--- src/rtl/sa_pkg.sv ---
// Shared constants and types for the SA ifmap streaming path (layer windows, array geometry, FSM states).
// Latency: n/a (package).
// Backpressure: n/a (package).
package sa_pkg;

    // Array geometry defaults shared with the systolic array itself.
    localparam int SA_ROWS_DEF   = 16;
    localparam int DATA_W_DEF    = 8;
    localparam int ADDR_W_DEF    = 10;
    localparam int DRAIN_CYC_DEF = 16;

    // Ifmap SRAM windows per layer; base + len never exceeds the address space.
    localparam int CONV1_BASE = 0;
    localparam int CONV1_LEN  = 784;
    localparam int CONV2_BASE = 784;
    localparam int CONV2_LEN  = 196;

    typedef enum logic [1:0] {
        DS_IDLE   = 2'd0,
        DS_STREAM = 2'd1,
        DS_DRAIN  = 2'd2
    } dsetup_state_t;

    // Drain counter value at which conv_done fires. The counter reads 0 in the
    // cycle after the last read, so the pulse lands rows+drain+1 cycles after it.
    function automatic int drain_done_idx(input int rows, input int drain);
        return rows + drain;
    endfunction

endpackage

--- src/rtl/sa_data_setup_if.sv ---
// Bundle between SA controller / ifmap SRAM (master side) and the data-setup block (slave side).
// Latency: n/a (wiring only).
// Backpressure: data_enable_i is the only flow control; the slave reads only while it is high.
interface sa_data_setup_if #(
    parameter int SA_ROWS = sa_pkg::SA_ROWS_DEF,
    parameter int DATA_W  = sa_pkg::DATA_W_DEF,
    parameter int ADDR_W  = sa_pkg::ADDR_W_DEF
);
    logic                      data_enable_i;
    logic [1:0]                nth_conv_i;
    logic                      rd_en_o;
    logic [ADDR_W-1:0]         rd_addr_o;
    logic [SA_ROWS*DATA_W-1:0] rd_data_i;
    logic [SA_ROWS*DATA_W-1:0] a_data_o;
    logic [SA_ROWS-1:0]        a_valid_o;
    logic                      data_last_o;
    logic                      conv_done_o;

    // Controller + SRAM + array side.
    modport master (
        output data_enable_i, nth_conv_i, rd_data_i,
        input  rd_en_o, rd_addr_o, a_data_o, a_valid_o, data_last_o, conv_done_o
    );

    // Data-setup block.
    modport slave (
        input  data_enable_i, nth_conv_i, rd_data_i,
        output rd_en_o, rd_addr_o, a_data_o, a_valid_o, data_last_o, conv_done_o
    );
endinterface

--- src/rtl/sa_skew_buf.sv ---
// Triangular delay line: row r of the input vector leaves r cycles later, row 0 passes straight through.
// Latency: 0 cycles for row 0, r cycles for row r.
// Backpressure: none; a free-running shift, invalid slots carry data 0 / valid 0.
// Ports: clk, rst_n, in_vld/in_dat (one vector per cycle), out_vld/out_dat (per-row skewed).
module sa_skew_buf #(
    parameter int SA_ROWS = 16,
    parameter int DATA_W  = 8
) (
    input  logic                      clk,
    input  logic                      rst_n,
    input  logic                      in_vld,
    input  logic [SA_ROWS*DATA_W-1:0] in_dat,
    output logic [SA_ROWS-1:0]        out_vld,
    output logic [SA_ROWS*DATA_W-1:0] out_dat
);

    // Row 0 is combinational; invalid slots are forced to zero.
    assign out_vld[0]          = in_vld;
    assign out_dat[DATA_W-1:0] = in_vld ? in_dat[DATA_W-1:0] : '0;

    for (genvar r = 1; r < SA_ROWS; r++) begin : g_row
        logic [DATA_W-1:0] dat_q [0:r-1];
        logic [DATA_W-1:0] dat_d [0:r-1];
        logic              vld_q [0:r-1];
        logic              vld_d [0:r-1];

        // Data is masked on entry so the whole chain only ever holds zeros in invalid slots.
        always_comb begin
            dat_d[0] = in_vld ? in_dat[r*DATA_W +: DATA_W] : '0;
            vld_d[0] = in_vld;
            for (int s = 1; s < r; s++) begin
                dat_d[s] = dat_q[s-1];
                vld_d[s] = vld_q[s-1];
            end
        end

        always_ff @(posedge clk or negedge rst_n) begin
            if (!rst_n) begin
                for (int s = 0; s < r; s++) begin
                    dat_q[s] <= '0;
                    vld_q[s] <= 1'b0;
                end
            end else begin
                for (int s = 0; s < r; s++) begin
                    dat_q[s] <= dat_d[s];
                    vld_q[s] <= vld_d[s];
                end
            end
        end

        assign out_vld[r]                  = vld_q[r-1];
        assign out_dat[r*DATA_W +: DATA_W] = dat_q[r-1];
    end

endmodule

--- src/rtl/sa_data_setup.sv ---
// Streams one layer's ifmap vectors from SRAM into the SA west edge with diagonal skew; reports data_last/conv_done.
// Latency: read issued in the enable cycle; row r reaches the array r+1 cycles later; conv_done SA_ROWS+DRAIN_CYC+1 after last read.
// Backpressure: data_enable_i low in STREAM stalls reads (address held); enable ignored during drain.
// Ports: clk, rst_n, bus (sa_data_setup_if.slave), optional stall_cnt_o when DSETUP_STALL_CNT_EN is defined.
module sa_data_setup
    import sa_pkg::*;
#(
    parameter int SA_ROWS   = SA_ROWS_DEF,
    parameter int DATA_W    = DATA_W_DEF,
    parameter int ADDR_W    = ADDR_W_DEF,
    parameter int DRAIN_CYC = DRAIN_CYC_DEF
) (
    input  logic           clk,
    input  logic           rst_n,
    sa_data_setup_if.slave bus
`ifdef DSETUP_STALL_CNT_EN
    ,
    output logic [15:0]    stall_cnt_o
`endif
);

    localparam int DONE_IDX = drain_done_idx(SA_ROWS, DRAIN_CYC);
    localparam int DC_W     = $clog2(DONE_IDX + 1);

    localparam logic [DC_W-1:0]   DONE_AT   = DC_W'(DONE_IDX);
    localparam logic [ADDR_W-1:0] C1_BASE   = ADDR_W'(CONV1_BASE);
    localparam logic [ADDR_W-1:0] C2_BASE   = ADDR_W'(CONV2_BASE);
    localparam logic [ADDR_W:0]   C1_LAST   = (ADDR_W+1)'(CONV1_LEN - 1);
    localparam logic [ADDR_W:0]   C2_LAST   = (ADDR_W+1)'(CONV2_LEN - 1);

    dsetup_state_t     state_q, state_d;
    logic [ADDR_W-1:0] rd_cnt_q, rd_cnt_d;
    logic [DC_W-1:0]   drain_cnt_q, drain_cnt_d;
    logic              layer_q, layer_d;     // 1 = CONV2
    logic              rd_vld_q, rd_vld_d;   // SRAM data valid this cycle
`ifdef DSETUP_STALL_CNT_EN
    logic [15:0]       stall_cnt_q, stall_cnt_d;
`endif

    logic              use_conv2;
    logic [ADDR_W-1:0] base;
    logic [ADDR_W:0]   last_idx;
    logic [ADDR_W-1:0] cnt_eff;
    logic              rd_en;
    logic [ADDR_W-1:0] rd_addr;
    logic              data_last;
    logic              conv_done;

    always_comb begin
        state_d     = state_q;
        rd_cnt_d    = rd_cnt_q;
        drain_cnt_d = drain_cnt_q;
        layer_d     = layer_q;
`ifdef DSETUP_STALL_CNT_EN
        stall_cnt_d = stall_cnt_q;
`endif
        rd_en       = 1'b0;
        rd_addr     = '0;
        data_last   = 1'b0;
        conv_done   = 1'b0;

        // In IDLE the layer comes straight from the request so the first read
        // can issue in the same cycle as the enable.
        use_conv2 = (state_q == DS_IDLE) ? (bus.nth_conv_i != 2'b00) : layer_q;
        base      = use_conv2 ? C2_BASE : C1_BASE;
        last_idx  = use_conv2 ? C2_LAST : C1_LAST;
        cnt_eff   = (state_q == DS_IDLE) ? '0 : rd_cnt_q;

        unique case (state_q)
            DS_IDLE: begin
                if (bus.data_enable_i) begin
                    rd_en   = 1'b1;
                    layer_d = use_conv2;
`ifdef DSETUP_STALL_CNT_EN
                    stall_cnt_d = '0;
`endif
                end
            end
            DS_STREAM: begin
                rd_en = bus.data_enable_i;
`ifdef DSETUP_STALL_CNT_EN
                if (!bus.data_enable_i && (stall_cnt_q != 16'hFFFF)) begin
                    stall_cnt_d = stall_cnt_q + 16'd1;
                end
`endif
            end
            DS_DRAIN: begin
                if (drain_cnt_q == DONE_AT) begin
                    conv_done = 1'b1;
                    state_d   = DS_IDLE;
                    rd_cnt_d  = '0;
                end else begin
                    drain_cnt_d = drain_cnt_q + 1'b1;
                end
            end
            default: state_d = DS_IDLE;
        endcase

        // Shared read-issue path for IDLE and STREAM; the final read moves to DRAIN
        // so no address past the window is ever presented.
        if (rd_en) begin
            rd_addr  = base + cnt_eff;
            rd_cnt_d = cnt_eff + 1'b1;
            if ({1'b0, cnt_eff} == last_idx) begin
                data_last   = 1'b1;
                state_d     = DS_DRAIN;
                drain_cnt_d = '0;
            end else begin
                state_d = DS_STREAM;
            end
        end

        rd_vld_d = rd_en;
    end

    always_ff @(posedge clk or negedge rst_n) begin
        if (!rst_n) begin
            state_q     <= DS_IDLE;
            rd_cnt_q    <= '0;
            drain_cnt_q <= '0;
            layer_q     <= 1'b0;
            rd_vld_q    <= 1'b0;
`ifdef DSETUP_STALL_CNT_EN
            stall_cnt_q <= '0;
`endif
        end else begin
            state_q     <= state_d;
            rd_cnt_q    <= rd_cnt_d;
            drain_cnt_q <= drain_cnt_d;
            layer_q     <= layer_d;
            rd_vld_q    <= rd_vld_d;
`ifdef DSETUP_STALL_CNT_EN
            stall_cnt_q <= stall_cnt_d;
`endif
        end
    end

    assign bus.rd_en_o     = rd_en;
    assign bus.rd_addr_o   = rd_addr;
    assign bus.data_last_o = data_last;
    assign bus.conv_done_o = conv_done;
`ifdef DSETUP_STALL_CNT_EN
    assign stall_cnt_o     = stall_cnt_q;
`endif

    sa_skew_buf #(
        .SA_ROWS (SA_ROWS),
        .DATA_W  (DATA_W)
    ) u_skew (
        .clk     (clk),
        .rst_n   (rst_n),
        .in_vld  (rd_vld_q),
        .in_dat  (bus.rd_data_i),
        .out_vld (bus.a_valid_o),
        .out_dat (bus.a_data_o)
    );

endmodule

--- src/flat_wrapper.sv ---
// flat-port wrapper written by rule: the top's interface ports become plain ports
module sa_data_setup_flat import sa_pkg::*;
#(
    parameter int SA_ROWS   = SA_ROWS_DEF,
    parameter int DATA_W    = DATA_W_DEF,
    parameter int ADDR_W    = ADDR_W_DEF,
    parameter int DRAIN_CYC = DRAIN_CYC_DEF
)
  (clk, rst_n, bus_data_enable_i, bus_nth_conv_i, bus_rd_data_i, bus_rd_en_o, bus_rd_addr_o, bus_a_data_o, bus_a_valid_o, bus_data_last_o, bus_conv_done_o);
  sa_data_setup_if #(.SA_ROWS(SA_ROWS), .DATA_W(DATA_W), .ADDR_W(ADDR_W)) bus_i ();
  input  logic clk;
  input  logic rst_n;
  input wire logic [$bits(bus_i.data_enable_i)-1:0] bus_data_enable_i;
  input wire logic [$bits(bus_i.nth_conv_i)-1:0] bus_nth_conv_i;
  input wire logic [$bits(bus_i.rd_data_i)-1:0] bus_rd_data_i;
  output wire logic [$bits(bus_i.rd_en_o)-1:0] bus_rd_en_o;
  output wire logic [$bits(bus_i.rd_addr_o)-1:0] bus_rd_addr_o;
  output wire logic [$bits(bus_i.a_data_o)-1:0] bus_a_data_o;
  output wire logic [$bits(bus_i.a_valid_o)-1:0] bus_a_valid_o;
  output wire logic [$bits(bus_i.data_last_o)-1:0] bus_data_last_o;
  output wire logic [$bits(bus_i.conv_done_o)-1:0] bus_conv_done_o;
  assign bus_i.data_enable_i = bus_data_enable_i;
  assign bus_i.nth_conv_i = bus_nth_conv_i;
  assign bus_i.rd_data_i = bus_rd_data_i;
  assign bus_rd_en_o = bus_i.rd_en_o;
  assign bus_rd_addr_o = bus_i.rd_addr_o;
  assign bus_a_data_o = bus_i.a_data_o;
  assign bus_a_valid_o = bus_i.a_valid_o;
  assign bus_data_last_o = bus_i.data_last_o;
  assign bus_conv_done_o = bus_i.conv_done_o;
  sa_data_setup #(.SA_ROWS(SA_ROWS), .DATA_W(DATA_W), .ADDR_W(ADDR_W), .DRAIN_CYC(DRAIN_CYC)) u_core (.clk(clk), .rst_n(rst_n), .bus(bus_i));
endmodule
--- config.mk ---
export PLATFORM = sky130hd
export DESIGN_NAME = sa_data_setup_flat
export DESIGN_NICKNAME = d
export VERILOG_FILES = /design/src/rtl/sa_pkg.sv /design/src/rtl/sa_data_setup_if.sv /design/src/rtl/sa_skew_buf.sv /design/src/rtl/sa_data_setup.sv /design/src/flat_wrapper.sv
export SDC_FILE = /design/constraint.sdc
export NUM_CORES = 1
export LEC_CHECK = 0
export CAP_MARGIN = 30
export CELL_PAD_IN_SITES_DETAIL_PLACEMENT = 1
export CELL_PAD_IN_SITES_GLOBAL_PLACEMENT = 1
export CORE_MARGIN = 4
export CORE_UTILIZATION = 40
export DETAILED_ROUTE_END_ITERATION = 10
export HOLD_SLACK_MARGIN = 0.08
export PLACE_DENSITY = 0.73
export SLEW_MARGIN = 20
export SYNTH_ARGS = -nofsm -noshare
export SYNTH_HDL_FRONTEND = slang
export SYNTH_SLANG_ARGS = --single-unit
--- constraint.sdc ---
create_clock -name clk -period 2.3 [get_ports clk]
set_input_delay 0.23 -clock clk [delete_from_list [all_inputs] [get_ports clk]]
set_output_delay 0.23 -clock clk [all_outputs]
set_load 0.02 [all_outputs]
==> Word level (Yosys, flattened, before mapping) <==
Cells that the tools add are included.
{ "word_totals": {"ff_bits": 995, "input_bits": 133, "output_inout_bits": 157, "elab_cells": 195} }
{ "classes": {"addsub": 3, "eq_ne": 6, "mux": 38, "reduce_logical": 8} }
{ "op_table": {"columns": ["op", "count"], "rows": [
  ["two-way mux 8 bit", 16],
  ["two-way mux 10 bit", 7],
  ["two-way mux 6 bit", 4],
  ["equality test 10 x 11 -> 1 bit", 1],
  ["adder 10 x 1 -> 10 bit, second input constant", 1],
  ["adder 10 bit", 1],
  ["adder 6 x 1 -> 6 bit, second input constant", 1],
  ["equality test 6 bit, second input constant", 1],
  ["two-way mux 1 bit", 6],
  ["two-way mux 2 bit", 3],
  ["AND reduction 2 bit", 3],
  ["nonzero test 2 bit", 3],
  ["case mux 2 bit (2 select lines)", 1],
  ["!= test 3 x 1 -> 1 bit, second input constant", 1],
  ["equality test 2 x 1 -> 1 bit, second input constant", 1],
  ["equality test 2 bit, second input constant", 1],
  ["zero test 2 bit", 1],
  ["!= test 2 x 1 -> 1 bit, second input constant", 1],
  ["case mux 1 bit (2 select lines)", 1],
  ["OR reduction 2 bit", 1]
]} }

==> Depth between registers and ports, before layout <==
{ "depth": {"depth_word": 6, "mapped_depth": 9, "depth_no_buf": 7} }

==> By module <==
A second synthesis with hierarchy kept.
{ "unflattened": {"cells_unflattened": 1267, "hier_area_um2": 26713.1} }
{ "by_module_without_submodules": {"columns": ["module", "instances", "cells_per_inst", "area_each_um2", "seq_area_each_um2"], "rows": [
  ["sa_skew_buf", 1, 1119, 25401.9, 24398.4],
  ["sa_data_setup", 1, 148, 1311.3, 500.5]
]} }

==> Worst setup path before layout <==
No wires, ideal clock.
{ "synth_timing": {"path_type": "register to register", "startpoint": "register u_core.state_q[1]", "endpoint": "register u_core.state_q[1]", "setup_ps": 68, "arrival_ps": 2054, "required_ps": 2232, "path_slack_ps": 178, "stages_incl_launch_ff": 9, "path_buffers": 2, "synth_period_minus_slack_ps": 2122, "cell_sequence": "dfrtp_1 buf_2 or2_2 clkbuf_1 and2_1 ha_1 nand2_1 nor4_4 nand2b_1"} }
{ "synth_via": {"elab_chain_cells": 6, "word_cells_on_any_way": 15, "cone_classes": "eq/ne (5); mux (7); reduce/logical (3)"} }
{ "synth_rtl": {"columns": ["element", "line", "source"], "rows": [
  ["start: declaration", "sa_data_setup.sv:31", "dsetup_state_t state_q, state_d;"],
  ["start signal: assignment", "sa_data_setup.sv:127", "state_q <= state_d;"],
  ["zero test 2 bit", "sa_data_setup.sv:64, sa_data_setup.sv:67, sa_data_setup.sv:69", null],
  ["two-way mux 1 bit", "sa_data_setup.sv:64", "use_conv2 = (state_q == DS_IDLE) ? (bus.nth_conv_i != 2'b00) : layer_q;"],
  ["two-way mux 10 bit", "sa_data_setup.sv:66", "last_idx = use_conv2 ? C2_LAST : C1_LAST;"],
  ["equality test 10 x 11 -> 1 bit", "sa_data_setup.sv:104", "if ({1'b0, cnt_eff} == last_idx) begin"],
  ["two-way mux 2 bit", "sa_data_setup.sv:104", null],
  ["two-way mux 2 bit", "sa_data_setup.sv:101", "if (rd_en) begin"]
]} }
Several ways; a longest one is shown, not always the timed one.
A chain may end at the register's enable or synchronous reset.

==> Worst setup path in the final report <==
{ "layout_timing": {"startpoint": "register u_core.state_q[1]", "endpoint": "output port bus_rd_addr_o[8]"} }
{ "layout_via": {"elab_chain_cells": 5, "word_cells_on_any_way": 8, "cone_classes": "add/sub (1); eq/ne (1); mux (5); reduce/logical (1)"} }
{ "layout_rtl": {"columns": ["element", "line", "source"], "rows": [
  ["zero test 2 bit", "sa_data_setup.sv:64, sa_data_setup.sv:67, sa_data_setup.sv:69", null],
  ["two-way mux 1 bit", "sa_data_setup.sv:64", null],
  ["two-way mux 10 bit", "sa_data_setup.sv:65", "base = use_conv2 ? C2_BASE : C1_BASE;"],
  ["adder 10 bit", "sa_data_setup.sv:102", "rd_addr = base + cnt_eff;"],
  ["two-way mux 10 bit *", "sa_data_setup.sv:101", null],
  ["end: declaration", "flat_wrapper.sv:17", "output wire logic [$bits(bus_i.rd_addr_o)-1:0] bus_rd_addr_o;"]
]} }
Every way passes the cells marked *; elsewhere a longest branch is shown, timed or not.

==> impl_metrics.yaml <==
run_status:
  status: "finished with violations"
  violations: "setup timing"
drt:
  dr.pass1.iters: 4
  final_antenna_net_count: 0
  wirelength_um: 50550
  via_count: 11170
  routed_via_density: 4.254
  avgRoutedWirePerCell_um: 19.26
  drc: 0
  drtIter0Drc: 686
floorplan:
  die_area_um2: 70870
  io_pins: 290
  rows: 94
  core-area_um2: 65980
  die_x_um: 266.2
  die_h_um: 266.2
  start_util: 0.4042
synthesis:
  synthArstFlopShare: 1.000
  synth_area_leader_cell: "dfrtp_1"
  syn-num-nets: 1412
  synth_top_area_frac: 0.9337
  yosys_warnings: 0
  netlist_area_um2: 26670
  ys_seq_area_frac: 0.9337
  synth_compound_area_frac: 0.01112
  synthTopCellsByArea: "dfrtp_1 93%, and2_1 3.1%, clkbuf_1 0.27%"
  synth_edf_count: 0
  synthSimpleGateAreaFrac: 0.04410
  ys_ff_latch: 995
  ys.flop_type: "dfrtp_1"
  synth_top_family_by_area: "simple AND/OR/NAND/NOR gates"
  syn-instance-count: 1275
  ys_types: 49
  synthMuxAreaShare: 0
  syn_avg_cell_area_um2: 20.92
  synth-adder-area-share: 0.001877
  synth_xor_area_frac: 0.003894
layout:
  fin_nets: 1814
  instances_no_fill: 2625
  multiInputGateArea_um2: 1678
  fill_cells: 5905
  drive_above_1_share: 0.1377
  seq_area_um2: 24910
  syn2layout_area_growth_pct: 28.86
placement:
  numPortBuffers: 289
  dp_hpwl_um: 30350
  place_inst: 2438
  gp_congestion: 0.8107
global_route:
  grt_pass1_vias: 13470
  antenna_found_initial: 10
  grt_use_met3: 0.03666
  grt_pass1_wl_um: 81690
  grt.overflow.total: 0
  grt_max_degree: 130
  grt_use_total: 0.1499
  grt_use_met1: 0.1825
  use_met2: 0.2626
  grt.busiest_layer: "met2"
clock_network:
  cts-root-buf: "clkbuf_16"
  insertion_delay_ns: 0.64
  cts_buffers: 96
  clock_sinks: 995
  cts_buffer_depth: 3
  ctsHtreeMaxLevel: 3
  cts_tree: "done"
  clkTransAtPathRegs_ns: 0.06
worst_setup_path:
  critPathRequiredTime_ns: 2.07
  cp-end-kind: "output pin"
  critPathMaxFanout: 5
  path_buf_inv: 2
  critical_path_class: "reg2out"
  cpMaxStageDelayCell: "or4_4"
  crit_chain: "buf_6, or4_4, o21ai_4, xnor2_1, nor2_1, buf_4"
  start_kind: "register"
  arrival_ns: 2.18
  cpPeakStageDelay_ns: 0.54
  critPathTopFamily: "simple AND/OR/NAND/NOR gates"
sta:
  slew_headroom: 0.5313
  setup_viol: 3
  slew_violations: 0
  tightestPinTransition_ns: 0.7030
  rsz0062_at_grt: "yes"
  hold_violations: 0
  tns_ns: -0.2625
  skew_ns: 0.03886
  max_freq_ghz: 0.4152
  fin_crit_ns: 2.408
  finalCritPeriodShare: 1.047
  layout_setup_ws_ns: -0.1082
min_path:
  holdCritPathClass: "in2async"
power_and_ir_drop:
  peakVddDrop_mv: 0.6762
  p_leak_nw: 16.46
  powerDensity_nw_per_um2: 1057
run:
  max_cap_viol_count: 0
synth_stat cells, types with 3 or more instances:
library cell and n:
buf_2 3, xnor2_1 5, dfrtp_1 995, nor4_1 4
clkbuf_1 19, inv_1 4, nand2_1 18, ha_1 4
a32o_1 4, nor2_1 15, and3_1 6, nor2b_1 3
a21oi_1 6, o21ai_0 10, xor2_1 5, nand2b_1 3
and2_1 131
sequential cells by signal (all words and copies together) (netlist names):
name,count
u_core.u_skew.g_row.dat_d,840
u_core.u_skew.out_dat,112
u_core.u_skew.g_row.vld_d,12
u_core.rd_cnt_q,10
u_core.u_skew.g_row.dat_q,8
u_core.drain_cnt_q,6
u_core.u_skew.out_vld,3
u_core.state_q,2
u_core.layer_q,1
u_core.rd_vld_q,1
layout by cell type, fill, tap and decap left out, types with 4 or more instances in the layout:
| cell | count |
|---|---|
| buf_2 | 6 |
| clkbuf_16 | 97 |
| and2_1 | 128 |
| nor4_1 | 4 |
| clkinvlp_4 | 4 |
| buf_12 | 14 |
| buf_4 | 26 |
| and3_1 | 5 |
| xor2_1 | 5 |
| clkinv_2 | 19 |
| nor2_1 | 15 |
| nand2_1 | 15 |
| clkbuf_8 | 18 |
| a21oi_1 | 5 |
| diode_2 | 4 |
| xnor2_1 | 5 |
| a32o_1 | 4 |
| o21ai_0 | 10 |
| clkbuf_1 | 17 |
| bufinv_16 | 8 |
| clkdlybuf4s50_1 | 275 |
| dfrtp_1 | 991 |
| buf_6 | 5 |
| clkinv_4 | 7 |
logic make-up after synthesis:
| family | Yosys count |
|---|---|
| flops | 995 |
| simple gates | 196 |
| compound gates | 38 |
| buf+inv | 31 |
| xor+xnor | 11 |
| fa+ha+maj | 4 |
where the power goes:
part           internal (mW)  switching (mW)
sequential              18.4           0.399
combinational          0.699           0.880
clock                   9.34            6.58
area by class of cell:
type	count	share of cell area
tap	864	0.03146
antenna	4	0.0002913
multi-input combinational	249	0.04883
sequential	995	0.7248
inverter	5	0.0005461
timing repair buffer	330	0.09787
clock inverter	46	0.01653
clock buffer	132	0.07970
timing repair:
| item | in CTS | in global routing |
|---|---|---|
| gates cloned | 0 | 1 |
| pin swaps | 2 | 7 |
| resized for setup | 63 | 16 |
| hold endpoints to repair | 679 | 0 |
| buffers inserted | 2 | 1 |
| hold buffers | 1 | 0 |
| endpoints found under the setup margin | 22 | 12 |
path summary, 6_finish.rpt:
path | startpoint | endpoint | slack [ns] | cells after the start
max | u_core.state_q[1] | bus_rd_addr_o[8] | -0.11 | 6
min | rst_n | u_core.u_skew.out_dat[83] | 0.11 | 2
max reg2reg | u_core.state_q[1] | u_core.rd_cnt_q[8] | 0.27 | 8
min reg2reg | u_core.u_skew.g_row[3].dat_d[7] | u_core.u_skew.out_dat[31] | 0.32 | 0
max in group asynchronous | rst_n | u_core.u_skew.g_row[7].dat_d[13] | 1.09 | 3
min in group clk | bus_rd_data_i[15] | u_core.u_skew.g_row[1].dat_q[7] | 0.16 | 2
per-stage QoR:
| stage | util | hold WS [ns] | total power, mW | area (µm²) | worst slack, ns |
|---|---|---|---|---|---|
| 4_1_cts | 0.5198 | 0.1000 | 36.91 | 34300 | -0.2005 |
| 5_1_grt | 0.5207 | 0.1275 | 37.96 | 34360 | -0.2110 |
| 6_report | 0.5208 | 0.1105 | 36.32 | 34360 | -0.1082 |
| 2_1_floorplan | - | -0.06559 | 19.46 | 26670 | 0.1781 |
| 3_5_place_dp | 0.4694 | 0.1923 | 20.72 | 30970 | 0.02267 |
| 3_3_place_gp | 0.4694 | 0.1858 | 20.53 | 30970 | 0.02236 |
routing by layer:
layer,routed length [µm],vias to the layer above
li1,-,4828
met4,1408,12
met3,2603,108
met5,89,-
met2,27100,280
met1,19350,5940
No activity file was read; power rests on OpenSTA's default activity.
